$ cat src/rtl/disp_pkg.sv
`default_nettype none
// ============================================================================
//  Module      : disp_pkg
//  Description : Shared types and constants for the 4-digit 7-segment scan
//                controller: anode-off pattern, digit count, digit-index
//                type, scan state encoding and a one-hot digit helper.
//  Revision    : 1.0 - initial release
// ============================================================================
package disp_pkg;

    // All anodes released (anodes are active-low).
    localparam logic [3:0] AN_OFF     = 4'b1111;
    localparam int         NUM_DIGITS = 4;

    typedef logic [1:0] digit_idx_t;

    typedef enum logic {
        BLANK = 1'b0,
        SHOW  = 1'b1
    } scan_state_t;

    // One-hot select for a digit position, bit k set for digit k.
    function automatic logic [3:0] digit_onehot(input digit_idx_t idx);
        return 4'b0001 << idx;
    endfunction

endpackage : disp_pkg
`default_nettype wire

$ cat src/rtl/scan_prescaler.sv
`default_nettype none
// ============================================================================
//  Module      : scan_prescaler
//  Description : Free-running digit-slot prescaler. Counts while enabled,
//                is forced to zero by i_clr, and flags the last count of a
//                2^DIV_WIDTH-cycle slot on o_tc.
//  Ports       : clk    - system clock
//                rst_n  - synchronous active-low reset
//                i_clr  - synchronous clear (priority over i_en)
//                i_en   - count enable
//                o_tc   - terminal count: enabled and counter at all-ones
//  Revision    : 1.0 - initial release
// ============================================================================
module scan_prescaler #(
    parameter int DIV_WIDTH = 17
) (
    input  logic clk,
    input  logic rst_n,
    input  logic i_clr,
    input  logic i_en,
    output logic o_tc
);

    logic [DIV_WIDTH-1:0] r_div_cnt;

    always_ff @(posedge clk) begin
        if (!rst_n) begin
            r_div_cnt <= '0;
        end else if (i_clr) begin
            r_div_cnt <= '0;
        end else if (i_en) begin
            // Wraps to zero naturally after the terminal count.
            r_div_cnt <= r_div_cnt + DIV_WIDTH'(1);
        end
    end

    assign o_tc = i_en & (&r_div_cnt);

endmodule : scan_prescaler
`default_nettype wire

$ cat src/rtl/disp_scan_ctrl.sv
`default_nettype none
// ============================================================================
//  Module      : disp_scan_ctrl
//  Description : Time-multiplexed scan controller for a 4-digit 7-segment
//                display. Shows one digit per slot through a shared decoder,
//                inserts an all-anodes-off dead time between digits, and
//                double-buffers new values so they are committed only at the
//                frame boundary (BLANK->SHOW with digit index wrapping 3->0).
//  Ports       : clk        - system clock
//                rst_n      - synchronous active-low reset
//                load       - strobe capturing data_in/point_in/en_in
//                data_in    - four hex digits, digit k = data_in[4k+3:4k]
//                point_in   - per-digit decimal point, 1 = lit
//                en_in      - per-digit enable, 0 keeps the anode off
//                hex        - nibble to decoder D3..D0
//                point      - decimal point to decoder
//                an         - active-low anodes, one-hot-low while showing
//                digit_idx  - digit currently scanned
//                frame_tick - one-cycle pulse on each commit of staged data
//  Revision    : 1.0 - initial release
// ============================================================================
module disp_scan_ctrl
    import disp_pkg::*;
#(
    parameter int DIV_WIDTH    = 17,
    parameter int BLANK_CYCLES = 4
) (
    input  logic        clk,
    input  logic        rst_n,
    input  logic        load,
    input  logic [15:0] data_in,
    input  logic [3:0]  point_in,
    input  logic [3:0]  en_in,
    output logic [3:0]  hex,
    output logic        point,
    output logic [3:0]  an,
    output logic [1:0]  digit_idx,
    output logic        frame_tick
);

    localparam int                BLANK_W      = (BLANK_CYCLES > 1) ? $clog2(BLANK_CYCLES) : 1;
    localparam logic [BLANK_W-1:0] c_BLANK_LAST = BLANK_W'(BLANK_CYCLES - 1);
    localparam digit_idx_t        c_LAST_DIGIT = digit_idx_t'(NUM_DIGITS - 1);

    // ------------------------------------------------------------------
    // State
    // ------------------------------------------------------------------
    scan_state_t          r_state;
    digit_idx_t           r_idx;
    logic [BLANK_W-1:0]   r_blank_cnt;

    logic [15:0]          r_act_data;
    logic [3:0]           r_act_point;
    logic [3:0]           r_act_en;

    logic [15:0]          r_stg_data;
    logic [3:0]           r_stg_point;
    logic [3:0]           r_stg_en;
    logic                 r_pending;

    logic [3:0]           r_hex;
    logic                 r_point;
    logic [3:0]           r_an;
    logic                 r_frame_tick;

    // ------------------------------------------------------------------
    // Slot prescaler: runs only while a digit is shown
    // ------------------------------------------------------------------
    logic w_div_tc;

    scan_prescaler #(
        .DIV_WIDTH (DIV_WIDTH)
    ) u_prescaler (
        .clk   (clk),
        .rst_n (rst_n),
        .i_clr (r_state == BLANK),
        .i_en  (r_state == SHOW),
        .o_tc  (w_div_tc)
    );

    // ------------------------------------------------------------------
    // Next-state decode
    // ------------------------------------------------------------------
    logic        w_show_end;
    logic        w_blank_end;
    logic        w_wrap;
    logic        w_commit;
    scan_state_t w_nxt_state;
    digit_idx_t  w_nxt_idx;
    digit_idx_t  w_look_idx;
    logic [15:0] w_nxt_data;
    logic [3:0]  w_nxt_point_v;
    logic [3:0]  w_nxt_en;
    logic [3:0]  w_nxt_hex;
    logic        w_nxt_point;
    logic [3:0]  w_nxt_an;

    always_comb begin
        w_show_end  = (r_state == SHOW)  && w_div_tc;
        w_blank_end = (r_state == BLANK) && (r_blank_cnt == c_BLANK_LAST);
        w_wrap      = w_blank_end && (r_idx == c_LAST_DIGIT);
        // A load arriving on the wrap edge bypasses staging and commits too.
        w_commit    = w_wrap && (load || r_pending);

        w_nxt_state = r_state;
        if (w_show_end) begin
            w_nxt_state = BLANK;
        end else if (w_blank_end) begin
            w_nxt_state = SHOW;
        end

        w_nxt_idx = w_blank_end ? (r_idx + 2'd1) : r_idx;

        w_nxt_data    = r_act_data;
        w_nxt_point_v = r_act_point;
        w_nxt_en      = r_act_en;
        if (w_wrap && load) begin
            w_nxt_data    = data_in;
            w_nxt_point_v = point_in;
            w_nxt_en      = en_in;
        end else if (w_wrap && r_pending) begin
            w_nxt_data    = r_stg_data;
            w_nxt_point_v = r_stg_point;
            w_nxt_en      = r_stg_en;
        end

        // While blanking, the decoder is pre-loaded with the digit that
        // will be shown next so the segments are settled before the anode
        // turns on.
        w_look_idx  = (w_nxt_state == SHOW) ? w_nxt_idx : (w_nxt_idx + 2'd1);
        w_nxt_hex   = w_nxt_data[{w_look_idx, 2'b00} +: 4];
        w_nxt_point = w_nxt_point_v[w_look_idx];
        w_nxt_an    = (w_nxt_state == SHOW) ? ~(digit_onehot(w_nxt_idx) & w_nxt_en) : AN_OFF;
    end

    // ------------------------------------------------------------------
    // Scan FSM with registered outputs
    // ------------------------------------------------------------------
    always_ff @(posedge clk) begin
        if (!rst_n) begin
            r_state      <= BLANK;
            r_idx        <= c_LAST_DIGIT;
            r_blank_cnt  <= '0;
            r_act_data   <= '0;
            r_act_point  <= '0;
            r_act_en     <= '0;
            r_stg_data   <= '0;
            r_stg_point  <= '0;
            r_stg_en     <= '0;
            r_pending    <= 1'b0;
            r_hex        <= '0;
            r_point      <= 1'b0;
            r_an         <= AN_OFF;
            r_frame_tick <= 1'b0;
        end else begin
            r_state <= w_nxt_state;
            r_idx   <= w_nxt_idx;

            if (r_state == BLANK && !w_blank_end) begin
                r_blank_cnt <= r_blank_cnt + BLANK_W'(1);
            end else begin
                r_blank_cnt <= '0;
            end

            r_act_data  <= w_nxt_data;
            r_act_point <= w_nxt_point_v;
            r_act_en    <= w_nxt_en;

            if (load) begin
                r_stg_data  <= data_in;
                r_stg_point <= point_in;
                r_stg_en    <= en_in;
            end

            if (w_wrap) begin
                r_pending <= 1'b0;
            end else if (load) begin
                r_pending <= 1'b1;
            end

            r_hex        <= w_nxt_hex;
            r_point      <= w_nxt_point;
            r_an         <= w_nxt_an;
            r_frame_tick <= w_commit;
        end
    end

    assign hex        = r_hex;
    assign point      = r_point;
    assign an         = r_an;
    assign digit_idx  = r_idx;
    assign frame_tick = r_frame_tick;

endmodule : disp_scan_ctrl
`default_nettype wire

$ cat config.mk
export PLATFORM = sky130hd
export DESIGN_NAME = disp_scan_ctrl
export DESIGN_NICKNAME = d
export VERILOG_FILES = /design/src/rtl/disp_pkg.sv /design/src/rtl/scan_prescaler.sv /design/src/rtl/disp_scan_ctrl.sv
export SDC_FILE = /design/constraint.sdc
export NUM_CORES = 1
export LEC_CHECK = 0
export CAP_MARGIN = 5
export CORE_MARGIN = 2
export CORE_UTILIZATION = 40
export CTS_BUF_LIST = sky130_fd_sc_hd__clkbuf_4 sky130_fd_sc_hd__clkbuf_8
export DETAILED_ROUTE_END_ITERATION = 6
export PLACE_DENSITY = 0.64
export SLEW_MARGIN = 10
export SYNTH_ARGS = -nofsm -noshare
export SYNTH_HDL_FRONTEND = slang
export SYNTH_SLANG_ARGS = --single-unit
$ cat constraint.sdc
create_clock -name clk -period 2.5 [get_ports clk]
set_input_delay 0.5 -clock clk [delete_from_list [all_inputs] [get_ports clk]]
set_output_delay 0.5 -clock clk [all_outputs]
set_load 0.05 [all_outputs]
# Word-level counts from Yosys, hierarchy flattened
# Cells that the tools add are included.
[op_classes]
n_lt_le_gt_ge = 1
eq_ne = 2
muxes = 12
reduce_logical = 14
n_shift = 2
add_sub_neg = 4
bitwise_logic = 5
[op_table]
columns = ["cell", "count"]
rows = [
  ["2-to-1 mux 16 bit", 2],
  ["adder 17 x 1 -> 17 bit, second input constant", 1],
  ["AND reduction 17 bit", 1],
  ["2-to-1 mux 4 bit", 4],
  ["variable part select 16 x 5 -> 4 bit", 1],
  ["logical AND 1 bit", 7],
  ["adder 2 x 1 -> 2 bit, second input constant", 3],
  ["AND reduction 2 bit", 3],
  ["AND 4 bit", 1],
  ["== test 2 bit, second input constant", 2],
  ["2-to-1 mux 2 bit", 2],
  ["NOT 4 bit", 1],
  ["left shift 1 x 2 -> 4 bit, first input constant", 1],
  ["< comparator 2 x 3 -> 1 bit, second input constant", 1],
  ["2-to-1 mux 1 bit", 3],
  ["binary-select mux 1 bit (select 2 bit)", 1],
  ["NOT 1 bit", 2],
  ["OR reduction 2 bit", 1],
  ["AND 1 bit", 1],
  ["logical NOT 1 bit", 1],
  ["logical OR 1 bit", 1],
]
[word_totals]
register_bits = 81
input_bits = 27
output_inout_bits = 12
wordCells = 55

# Depth between registers and ports, before layout
# Gate-level depths: netlist of run 1.
[depth]
depth_word = 8
ltp_mapped = 11
depth_no_buf = 10

# Cells and area by module
# From an unflattened synthesis of run 1, not the netlist that was laid out.
[unflattened]
cells_unflattened = 398
area_unflattened_um2 = 3747.3
[by_module_without_submodules]
columns = ["mod", "cells_per_inst", "instances", "seq_area_each_um2", "area_per_inst_um2"]
rows = [
  ["disp_scan_ctrl", 306, 1, 1281.2, 2910.3],
  ["scan_prescaler", 92, 1, 340.3, 837.1],
]

# Worst setup path before layout of run 1
# No wires, ideal clock.
[synth_path]
path_type = "register to register"
from = "register r_idx[0] (netlist: digit_idx[0])"
to = "register r_hex[0] (netlist: hex[0])"
path_stages_with_launch = 10
path_buffers = 0
period_less_slack_ps = 2419
t_required_ps = 2365
setup_time_ps = 135
arrival_ps = 2284
setup_slack_ps = 81
cell_sequence = "dfxtp_1 ha_1 mux2i_1 inv_1 ha_1 mux2i_1 a22oi_1 a21oi_1 nand3_1 o221ai_1"
[synth_via]
elab_cells_between_ends = 11
classes_between = "add/sub: 2; eq/ne: 1; shift: 1; mux: 4; reduce/logical: 3"
[synth_lines]
columns = ["element", "line_no", "rtl"]
rows = [
  ["start: declaration", "disp_scan_ctrl.sv:49", "digit_idx_t r_idx;"],
  ["start signal: assignment", "disp_scan_ctrl.sv:142", "r_idx <= c_LAST_DIGIT;"],
  ["start signal: assignment", "disp_scan_ctrl.sv:157", "r_idx <= w_nxt_idx;"],
  ["adder 2 x 1 -> 2 bit *", "disp_scan_ctrl.sv:112", "w_nxt_idx = w_blank_end ? (r_idx + 2'd1) : r_idx;"],
  ["2-to-1 mux 2 bit *", "disp_scan_ctrl.sv:112", ""],
  ["net w_nxt_idx[1]", "disp_scan_ctrl.sv:89", "digit_idx_t w_nxt_idx;"],
  ["adder 2 x 1 -> 2 bit", "disp_scan_ctrl.sv:130", "w_look_idx = (w_nxt_state == SHOW) ? w_nxt_idx : (w_nxt_idx + 2'd1);"],
  ["2-to-1 mux 2 bit *", "disp_scan_ctrl.sv:130", ""],
  ["variable part select 16 x 5 -> 4 bit *", "disp_scan_ctrl.sv:131", "w_nxt_hex = w_nxt_data[{w_look_idx, 2'b00} +: 4];"],
  ["end signal: assignment", "disp_scan_ctrl.sv:181", "r_hex <= w_nxt_hex;"],
  ["end: declaration", "disp_scan_ctrl.sv:61", "logic [3:0] r_hex;"],
]
# The timed path passes the listed nets; every way through them passes the cells marked *.
# A chain may end at the register's enable or synchronous reset.

# Worst setup path after layout of run 1
# Same ends and word-level chain as after synthesis.

==> results of run 1 <==
worst paths after layout:
check / endpoint / depth (start not counted)
min: r_blank_cnt[0] / 1
min reg2reg: r_blank_cnt[0] / 1
max: hex[0] / 9
max reg2reg: hex[0] / 9
flip-flops by register name, summed over array words and instances (netlist names), 2 cells and up:
signal                 count
r_stg_data                16
u_prescaler.r_div_cnt     17
r_blank_cnt                2
r_stg_point                4
hex                        4
an                         4
r_stg_en                   4
r_act_en                   4
r_act_data                16
digit_idx                  2
r_act_point                4
layout make-up:
cell class	instances	share of cell area (%)
multi-input cells	246	40.8
flip-flops and latches	81	38.2
repair buffers	51	11.6
clock buffers	10	3.10
well taps	105	3.10
clock inverters	6	2.74
inverters	5	0.442
layout by cell type (no fill, tap or decap), types with 4 or more instances in the layout:
cell type         n
a211oi_1         10
a21oi_1           9
a22oi_1           4
and2_1            7
and3_1            8
and4_1            4
buf_4            12
clkbuf_8          9
clkdlybuf4s50_1  38
dfxtp_1          80
ha_1              7
inv_1             4
mux2i_1          40
nand2_1          14
nand3_1          12
nor2_1           62
nor3_1            5
o221ai_1         12
o32a_1            8
xnor2_1          10
xor2_1            8
routing by layer:
| layer | share of wire [%] | wire length [um] | global-route usage (%) |
|---|---|---|---|
| met4 | 1.1 | 85 | 4.55 |
| met1 | 48 | 3640 | 21.8 |
| met3 | 4.1 | 312 | 4.62 |
| met2 | 46 | 3510 | 27.1 |
| met5 | 0 | 0 | 0 |
power groups by stage:
stage               logic [W]  registers (W)  clock network [W]
global route         0.000649        0.00141            0.00124
finish               0.000595        0.00141            0.00115
global placement     0.000566        0.00143                  0
detailed placement   0.000571        0.00143                  0
CTS                  0.000582        0.00140            0.00118
floorplan            0.000319        0.00149                  0
kinds of logic after synthesis:
kind of cell / Yosys count / synth area share [%]
adders and majority gates: 8 / 2.91
buffers and inverters: 25 / 3.49
AOI/OAI and AO/OA: 55 / 12.5
muxes: 41 / 11.9
and+or+nand+nor: 124 / 17.4
xor gates and xnor gates: 18 / 4.59
DFF: 81 / 47.2
through the flow:
stage               util [%]  area [um^2]  total power (W)
floorplan                  -         3440          0.00181
global placement        47.9         3960          0.00200
detailed placement      47.9         3960          0.00201
CTS                     51.1         4220          0.00317
global route            51.4         4240          0.00330
finish                  51.4         4240          0.00315
what timing repair did:
item | in CTS | in global routing
setup endpoints to repair | 4 | 5
hold endpoints to repair | 0 | 0
resized for setup | 2 | 8
hold buffers | 0 | 0
==> flow_summary_export.csv, run 1 <==
group,metric,value,unit
status,status,"finished clean",
die,start_util,41.6,%
finish,antenna_cells_inserted,0,
hold_path,hold_class,"flop to flop",
power,seq_power_share,44.6,%
worst_setup_path,worst-endpoint-arrival,2.59,ns
yosys,synth-edff-count,0,
yosys,post_synthesis_cell_count,352,
power,internal_power,0.00230,W
placement,numPortBuffers,38,
drt,wl_per_cell,15.0,um
sta,post_layout_min_period,2.36,ns
yosys,synth.top_cell.area_share,47.2,%
global_routing,number_of_global_route_vias_before_repair,2682,
sta,layout_setup_ws,0.143,ns
drt,totalWireLength,7550,um
power,power.share.clock,36.5,%
sta,timing.max_slew.rel_slack,66.0,%
flow_run,max_cap_viols,0,
finish,post_route_cells_drive_above_1_share,10.5,%
yosys,syn_area_per_cell,9.76,um^2
worst_setup_path,cp-startpoint,"digit_idx[0]",
yosys,ys_types,39,
yosys,synth_top_cells_by_area,"dfxtp_1, mux2i_1, nor2_1",
sta,min_period_over_period,94.3,%
clock_network,tritoncts,"done",
sta,final_hold_viol_count,0,
placement,pre_cts_ws,-0.00980,ns
power,total_power_divided_by_cell_area,743,nW/um^2
die,count_of_pins_on_the_block_boundary,39,
drt,drt_pre_antenna_iters,4,
sta,max_slew.worst_pin.slew,0.508,ns
power,worst_ir_drop_vdd,0.355,mV
yosys,most_common_cell_in_the_synthesized_netlist,"dfxtp_1",
global_routing,grt_antenna_before_repair,0,
power,p_leak,1.76,nW
drt,avgViaCountPerCell,5.29,
sta,setup_total_negative_slack,0,ns
placement,post-dp-hpwl,5130,um
yosys,synth_common_cells,"dfxtp_1, nor2_1, mux2i_1, nand2_1",
clock_network,cts_made_buffers,9,
yosys,synth_area,3440,um^2
drt,drt_drc_violations_left,0,
finish,footprint_of_the_multi_input_gates,1730,um^2
hold_path,hold_path.startpoint,"r_blank_cnt[0]",
finish,final_cell_count_no_fill,504,
worst_setup_path,setup.worst_path.start_class,"flop",
die,chipWidth,96.7,um
yosys,syn_nets,387,
worst_setup_path,cell_with_the_biggest_individual_delay_on_the_critical_path,"dfxtp_1",
sta,holdWs,0.433,ns
clock_network,htreeDepth,3,
yosys,dominantRegCellSynth,"dfxtp_1",
drt,detailedRoute.firstIterationViolations,77,
clock_network,clk_pin_slew,0.09,ns
yosys,seq_area_frac_synth,47.2,%
clock_network,clkSinkCount,81,
placement,routabilityCongestion,0.793,
worst_setup_path,critical_path_required,2.73,ns
drt,vias,2666,
global_routing,largest_net_degree_at_the_start_of_global_routing,45,
clock_network,clock-root-buffer,"clkbuf_8",
yosys,synth_seq_cells,81,
yosys,synth-warning-count,0,
yosys,synth_area_leader_cell,"dfxtp_1",
global_routing,first_pass_grt_wire_length,12900,um
clock_network,clk_path_buf_depth,2,
die,die_y,96.7,um
worst_setup_path,crit_path_max_incr_delay,0.50,ns
sta,setup_viol_count_final,0,
finish,layout-area-overhead-vs-synth,23.5,%
worst_setup_path,r2r-start,"digit_idx[0]",
die,floorplan.die_area,9350,um^2
drt,ant_nets,0,
sta,timing.final.max_slew_violations,0,
worst_setup_path,worstSetupEndpointType,"flop",
clock_network,cts.repair_timing.setup_buffer_count,0,
die,core_region_area,8260,um^2
worst_setup_path,crit_path_cell_trace,"ha_1 > mux2i_1 > inv_1 > ha_1 > mux2i_1 > a22oi_2 > a21oi_1 > nand3_1 > o221ai_1",
finish,fillerInstances,779,
global_routing,gr-usage-all-layers,16.7,%
global_routing,gr-total-overflow,0,
worst_setup_path,crit_buf_inv,1,
placement,placed_cells_incl_taps,488,
finish,layout.area.seq,1620,um^2
power,power_switching_share,27.1,%
worst_setup_path,reg2reg_setup_slack,0.14,ns
worst_setup_path,critical_path.top_delay_family,"adder cells",
worst_setup_path,worstSetupPathType,"flop to flop",
clock_network,clkLatencyLatePin,0.35,ns
yosys,synthArstFlopShare,0,%
sta,achievable-frequency,424,MHz
die,floorplan.rows,33,
sta,fin_worst_skew,0.0105,ns
power,proportion_of_power_drawn_by_combinational_gates,18.9,%
worst_setup_path,critical_path.max_fanout,6,
power,total_switching_power,0.000854,W
finish,final_nets,429,
(Power assumes the default switching activity.)
==> inputs of run 2 (changes only) <==
- CAP_MARGIN: 5 -> 20
==> results of run 2 <==
No change in the layout: final DEF, timing and power equal those of run 1.
==> inputs of run 3 (changes only) <==
- CAP_MARGIN: 20 -> 30
==> results of run 3 <==
No change in the layout: final DEF, timing and power equal those of run 1.
